--- config.mk ---
export PLATFORM = sky130hd
export DESIGN_NAME = matriz_sequenciador
export DESIGN_NICKNAME = d
export VERILOG_FILES = /design/src/rtl/matriz_sequenciador.sv
export SDC_FILE = /design/constraint.sdc
export NUM_CORES = 1
export LEC_CHECK = 0
export BUFFER_PORTS_ARGS = -buffer_cell sky130_fd_sc_hd__buf_4
export CORE_AREA = 4 4 277 279
export CTS_BUF_LIST = sky130_fd_sc_hd__clkbuf_8
export CTS_CLUSTER_SIZE = 10
export DETAILED_ROUTE_END_ITERATION = 10
export DIE_AREA = 0 0 281 283
export GPL_ROUTABILITY_DRIVEN = 1
export PLACE_DENSITY_LB_ADDON = 0.15
export SETUP_SLACK_MARGIN = 0.02
export SLEW_MARGIN = 20
export SYNTH_ARGS = -nofsm -noshare
export SYNTH_HDL_FRONTEND = slang
export SYNTH_SLANG_ARGS = --single-unit
--- constraint.sdc ---
create_clock -name clk -period 30.2 [get_ports clk]
set_clock_uncertainty 0.05 [all_clocks]
set_input_delay 6.04 -clock clk [delete_from_list [all_inputs] [get_ports clk]]
set_output_delay 6.04 -clock clk [all_outputs]
set_load 0.005 [all_outputs]
--- src/rtl/matriz_sequenciador.sv ---
// Front-end sequencer for the matrix arithmetic unit: loads A/B serially,
// launches one operation, captures the result and streams it back out.
module matriz_sequenciador #(
  parameter int N_ELEM  = 25,
  parameter int ELEM_W  = 9,
  parameter int TIMEOUT = 255
) (
  input  logic                       clk,
  input  logic                       reset,
  input  logic                       in_valid,
  output logic                       in_ready,
  input  logic                       in_sel,
  input  logic [4:0]                 in_index,
  input  logic [ELEM_W-2:0]          in_data,
  input  logic                       clr,
  input  logic                       go,
  input  logic [2:0]                 op_in,
  output logic                       busy,
  output logic                       err,
  output logic                       start,
  output logic [2:0]                 operacao,
  output logic [N_ELEM*ELEM_W-1:0]   matriz_A,
  output logic [N_ELEM*ELEM_W-1:0]   matriz_B,
  input  logic [N_ELEM*ELEM_W-1:0]   matriz_resultado,
  input  logic                       done,
  output logic                       out_valid,
  input  logic                       out_ready,
  output logic [4:0]                 out_index,
  output logic [ELEM_W-1:0]          out_data,
  output logic                       out_last
);

  localparam int CNT_W = $clog2(TIMEOUT + 1);
  localparam logic [4:0] LAST_IDX = 5'(N_ELEM - 1);
  localparam logic [CNT_W-1:0] LAST_WAIT = CNT_W'(TIMEOUT - 1);

  typedef enum logic [1:0] {IDLE, LAUNCH, WAIT_DONE, STREAM} state_t;

  state_t                   state, state_next;
  logic [CNT_W-1:0]         count;
  logic [4:0]               k;
  logic [N_ELEM*ELEM_W-1:0] result_q;
  logic                     timeout_hit;
  logic                     wr_fire;

  assign wr_fire = in_valid & in_ready;

  always_ff @(posedge clk or posedge reset) begin
    if (reset) state <= IDLE;
    else       state <= state_next;
  end

  // start stays high through WAIT_DONE so the unit keeps seeing the request
  // until done; stale done from the previous run is ignored in LAUNCH
  always_comb begin
    state_next  = state;
    in_ready    = 1'b0;
    busy        = 1'b1;
    start       = 1'b0;
    out_valid   = 1'b0;
    timeout_hit = 1'b0;
    case (state)
      IDLE: begin
        in_ready = 1'b1;
        busy     = 1'b0;
        if (go) state_next = LAUNCH;
      end
      LAUNCH: begin
        start      = 1'b1;
        state_next = WAIT_DONE;
      end
      WAIT_DONE: begin
        start = 1'b1;
        if (done) begin
          state_next = STREAM;
        end else if (count == LAST_WAIT) begin
          timeout_hit = 1'b1;
          state_next  = IDLE;
        end
      end
      STREAM: begin
        out_valid = 1'b1;
        if (out_ready && k == LAST_IDX) state_next = IDLE;
      end
      default: state_next = IDLE;
    endcase
  end

  always_ff @(posedge clk or posedge reset) begin
    if (reset) begin
      matriz_A <= '0;
      matriz_B <= '0;
      result_q <= '0;
      operacao <= 3'b000;
      err      <= 1'b0;
      count    <= '0;
      k        <= '0;
    end else begin
      case (state)
        IDLE: begin
          count <= '0;
          k     <= '0;
          if (clr) begin
            matriz_A <= '0;
            matriz_B <= '0;
          end else if (wr_fire) begin
            for (int i = 0; i < N_ELEM; i++) begin
              if (in_index == 5'(i)) begin
                if (in_sel) matriz_B[i*ELEM_W +: ELEM_W] <= {1'b0, in_data};
                else        matriz_A[i*ELEM_W +: ELEM_W] <= {1'b0, in_data};
              end
            end
          end
          if (go) begin
            operacao <= op_in;
            err      <= 1'b0;
          end
          // a bad index still completes its handshake but flags the host
          if (wr_fire && in_index > LAST_IDX) err <= 1'b1;
        end
        LAUNCH: count <= '0;
        WAIT_DONE: begin
          if (done)             result_q <= matriz_resultado;
          else if (timeout_hit) err      <= 1'b1;
          else                  count    <= count + 1'b1;
        end
        STREAM: begin
          if (out_ready && k != LAST_IDX) k <= k + 1'b1;
        end
        default: ;
      endcase
    end
  end

  always_comb begin
    out_data = '0;
    for (int i = 0; i < N_ELEM; i++) begin
      if (state == STREAM && k == 5'(i)) out_data = result_q[i*ELEM_W +: ELEM_W];
    end
  end

  assign out_index = k;
  assign out_last  = (state == STREAM) && (k == LAST_IDX);

endmodule

* Word level (Yosys, flattened, before mapping)
Index checks and enable logic that the tools add are counted.
** Word-level totals
- Register bits after elaboration :: 694
- Bits of input ports :: 249
- Logic and storage cells :: 344
** Cells by class
- $add $sub $neg :: 2
- Order comparisons :: 1
- Equality and inequality tests :: 62
- Mux-type cells :: 103
- Bitwise logic cells :: 1
- Reductions and logical operators :: 119
** Operator list (number)
- $mux 225 :: 4
- $mux 9 :: 77
- $reduce_and 4->1 :: 51
- $eq 5x5->1 const B :: 18
- $eq 5x4->1 const B :: 16
- $reduce_bool 2->1 :: 30
- $eq 5x3->1 const B :: 8
- $logic_and 1x1->1 :: 28
- $eq 5x2->1 const B :: 4
- $mux 8 :: 2
- $pmux 8 s2 :: 1
- $ne 2x2->1 const B :: 6
- $mux 1 :: 11
- $eq 5x1->1 const B :: 2
- $logic_not 5->1 :: 2
- $pmux 5 s2 :: 1
- $add 8x1->8 const B :: 1
- $eq 8x8->1 const B :: 1
- $mux 2 :: 4
- $pmux 2 s4 :: 1
- $ne 3x3->1 const B :: 2
- $reduce_and 2->1 :: 3
- $reduce_and 3->1 :: 2
- $add 5x1->5 const B :: 1
- 10 further kinds :: 12

* Logic depth before layout (Yosys ltp)
- Depth after elaboration :: 27
- Gate-level depth with buffers :: 12

* Worst setup path before layout
No wires, ideal clock.
- Path type :: reg2out
- From :: register k[0], in the netlist out_index[0]
- To :: output out_data[0]
- Data arrival time :: 2.366 ns
- Data required time :: 24.110 ns
- Path slack :: 21.744 ns
- Cell stages (with the launch flop) :: 13
- Path buffers :: 2
- Path through :: dfrtp_1 ha_1 clkbuf_1 clkinv_1 nor2_1 ha_1 and2_0 clkbuf_1 nor3_1 a21oi_1 nand4_1 o211ai_1 a31oi_1
** On the way
- Longest elaborated chain between the ends :: 27
** Ends and longest elaborated chain
- start: declaration :: line 41 : logic [4:0] k;
- start signal: assignment :: line 128 : if (out_ready && k != LAST_IDX) k <= k + 1'b1;
- $logic_not 5->1 :: line 138 : if (state == STREAM && k == 5'(i)) out_data = result_q[i*ELEM_W +: ELEM_W];
- $logic_and 1x1->1 :: line 138
- $mux 9 (24 in a row) :: line 138
- $mux 9 * :: line 138
- end: declaration :: line 29 : output logic [ELEM_W-1:0] out_data,
Every way passes the cells marked *; elsewhere a longest branch is shown, timed or not.

* Worst setup path after layout
- From :: register k[0], in the netlist out_index[0]
- To :: output out_data[4]
Same word-level chain as after synthesis.

==> impl_metrics.py <==
metrics = {
    "drt": {
        "drc": 0,
        "vias": 19900,
        "wl_microns": 103000,
        "post_drt_via_cell_ratio": 5.29,
        "first_pass_iters": 8,
        "first_iter_violations": 1393,
        "ant_nets": 0,
        "avgRoutedWirePerCell_microns": 27.4,
    },
    "synth": {
        "yosysSeqAreaShare": 0.587,
        "yosys.area.top_type": "dfrtp_1",
        "netlist_area_sq_um": 27500,
        "ys_types": 76,
        "synth_most_common_cell": "dfrtp_1",
        "synth_edf_count": 0,
        "synth_commonest_cells": "dfrtp_1, mux2_2, nor2_1",
        "yosys_warnings": 0,
        "avgSynthCellArea_sq_um": 13.5,
        "synth_top_area_share": 0.587,
        "ys_async_sr_fraction": 1.00,
        "synth_seq_cells": 644,
        "syn_inst": 2030,
        "synth-main-ff-cell": "dfrtp_1",
        "synth_area_leaders": "dfrtp_1, mux2_2, buf_4",
    },
    "setup_path": {
        "critPathRequiredTime_ns": 24.11,
        "critPathKind": "flip-flop to primary output",
        "cp_num_buf_inv": 3,
        "path_cells": "ha_1, buf_4, clkinv_1, nor2_1, ha_1, and2_0, a2111oi_0, nand3_1, o311ai_1, a21oi_1, buf_4",
        "arrival_ns": 4.48,
        "critical_path.top_delay_family": "compound AO/OA/AOI/OAI gates",
        "crit_path_start_kind": "flip-flop",
        "slowest_delay_ns": 0.68,
        "end_kind": "primary output",
        "path_max_fanout": 27,
        "cp_slowest_cell": "a2111oi_0",
    },
    "status": {
        "status": "completed",
    },
    "global_routing": {
        "grt_pass1_wl_microns": 150000,
        "antenna_found_initial": 4,
        "grt_use_total": 0.253,
        "grt_start_max_net_pins": 171,
        "gr-total-overflow": 0,
        "grt_pass1_vias": 21300,
    },
    "die": {
        "die_width_microns": 281,
        "dieArea_sq_um": 79500,
        "rows": 100,
        "die_y_microns": 283,
        "start_util": 0.370,
        "io_pins": 722,
        "placeableCoreArea_sq_um": 74200,
    },
    "cts": {
        "hold_buffers": 0,
        "cts_max_level": 3,
        "post_cts_buffers": 0,
        "cts_buffers": 108,
        "clkLatencyLatePin_ns": 0.71,
        "clock-sinks": 644,
        "cts_tree": "built",
        "cts_buffer_depth": 3,
        "post_cts_resized": 0,
        "cts-root-buf": "clkbuf_8",
        "clk_pin_slew_ns": 0.06,
    },
    "power": {
        "intPower_uw": 2480,
        "clockPowerShare": 0.208,
        "p_switching_uw": 1280,
        "pwr-share-comb": 0.370,
        "powerDensity_nw_per_um2": 106,
        "p_sw_frac": 0.340,
        "leakagePower_uw": 0.0169,
        "seqPwrFrac": 0.423,
        "ir_drop_mv": 0.0598,
    },
    "sta": {
        "relSlewSlack": 0.252,
        "setup_viol": 0,
        "slew_viol_final": 0,
        "tns_ns": 0,
        "tightest_slew_ns": 1.12,
        "max_freq_ghz": 0.0946,
        "whs_ns": 0.455,
        "finalCritPeriodShare": 0.350,
        "finalCriticalPeriod_ns": 10.57,
        "hold_viol": 0,
        "rsz0062_at_grt": "false",
    },
    "place": {
        "dpl.hpwl_microns": 76100,
        "gp_congestion": 1.00,
        "io_buffers": 671,
    },
    "finish": {
        "area_growth_pct": 29.4,
        "drive_above_1_share": 0.533,
        "nNetsFinal": 2979,
        "final.fill_count": 6708,
    },
    "flow_run": {
        "cap_violations": 0,
    },
    "hold_path": {
        "min_path_type": "flip-flop to flip-flop",
    },
}
-- path summary, 6_finish.rpt --
kind,startpoint,end,slack (ns),cells after the start
setup / recovery,out_index[0],out_data[4],19.63,11
setup reg to reg,state[1],matriz_B[7],26.86,5
max in group asynchronous,reset,matriz_A[175],22.32,4
hold / removal,result_q[1],result_q[1],0.46,1
min in group asynchronous,reset,result_q[57],5.47,2
hold reg to reg,result_q[1],result_q[1],0.46,1
-- routing by layer --
| layer | up-vias | track usage | share of wire |
|---|---|---|---|
| li1 | 8622 | - | - |
| met1 | 10200 | 0.298 | 0.38 |
| met2 | 900 | 0.433 | 0.50 |
| met3 | 200 | 0.0865 | 0.090 |
| met4 | 2 | 0.0859 | 0.036 |
| met5 | - | 0 | 0.00013 |
-- power by group through the flow --
stage	Sequential [uW]	Clock, uW	Combinational [uW]
6_report	1590	782	1390
5_1_grt	1630	845	1490
4_1_cts	1590	806	1410
3_5_place_dp	1590	0	1400
3_3_place_gp	1590	0	1390
2_1_floorplan	1510	0	639
-- cell families (layout without fill, tap and decap cells) --
logic type               Yosys count  after routing  share of synthesized area
XOR/XNOR                           2              2                   0.000638
adder cells (fa/ha/maj)           11             11                    0.00501
multiplexers                     624            624                      0.256
AND/OR/NAND/NOR                  315            315                     0.0583
buffers and inverters            188            909                     0.0336
AO/OA/AOI/OAI                    245            245                     0.0602
other                              1             52                   0.000136
flip-flops                       644            644                      0.587
-- cell usage in the layout (no fill, tap or decap), types with 19 or more instances in the layout --
master	instances
dfrtp_1	644
clkbuf_8	135
conb_1	50
o211ai_1	19
o21ai_0	50
nor2_1	95
inv_1	64
mux2_2	620
nand3_1	26
buf_4	688
o22ai_1	22
nand2_1	70
a21oi_1	54
-- area by class of cell --
class | instances | area, sq um | area share
sequential | 644 | 16100 | 0.453
multi-input combinational | 1247 | 10700 | 0.301
timing repair buffer | 693 | 5240 | 0.147
clock buffer | 135 | 1860 | 0.0522
tap | 969 | 1210 | 0.0341
clock inverter | 56 | 340 | 0.00957
inverter | 25 | 101 | 0.00285
antenna | 2 | 5.00 | 0.000141
-- through the flow --
stage	cells	worst slack, ns	power, uW	utilization	instance area [sq um]
floorplan	2079	6.07	2150	-	27700
global placement	3578	20.75	2970	0.449	33300
detailed placement	3578	20.56	3000	0.449	33400
CTS	3769	19.79	3800	0.479	35500
global route	3771	19.58	3970	0.479	35600
finish	3771	19.63	3770	0.479	35600
-- registers in the layout, summed over array words and instances (netlist names) --
name / count
result_q: 225
operacao: 3
matriz_A: 200
state: 2
matriz_B: 200
count: 8
out_index: 5
err: 1
Power figures use the tool's default switching activity.
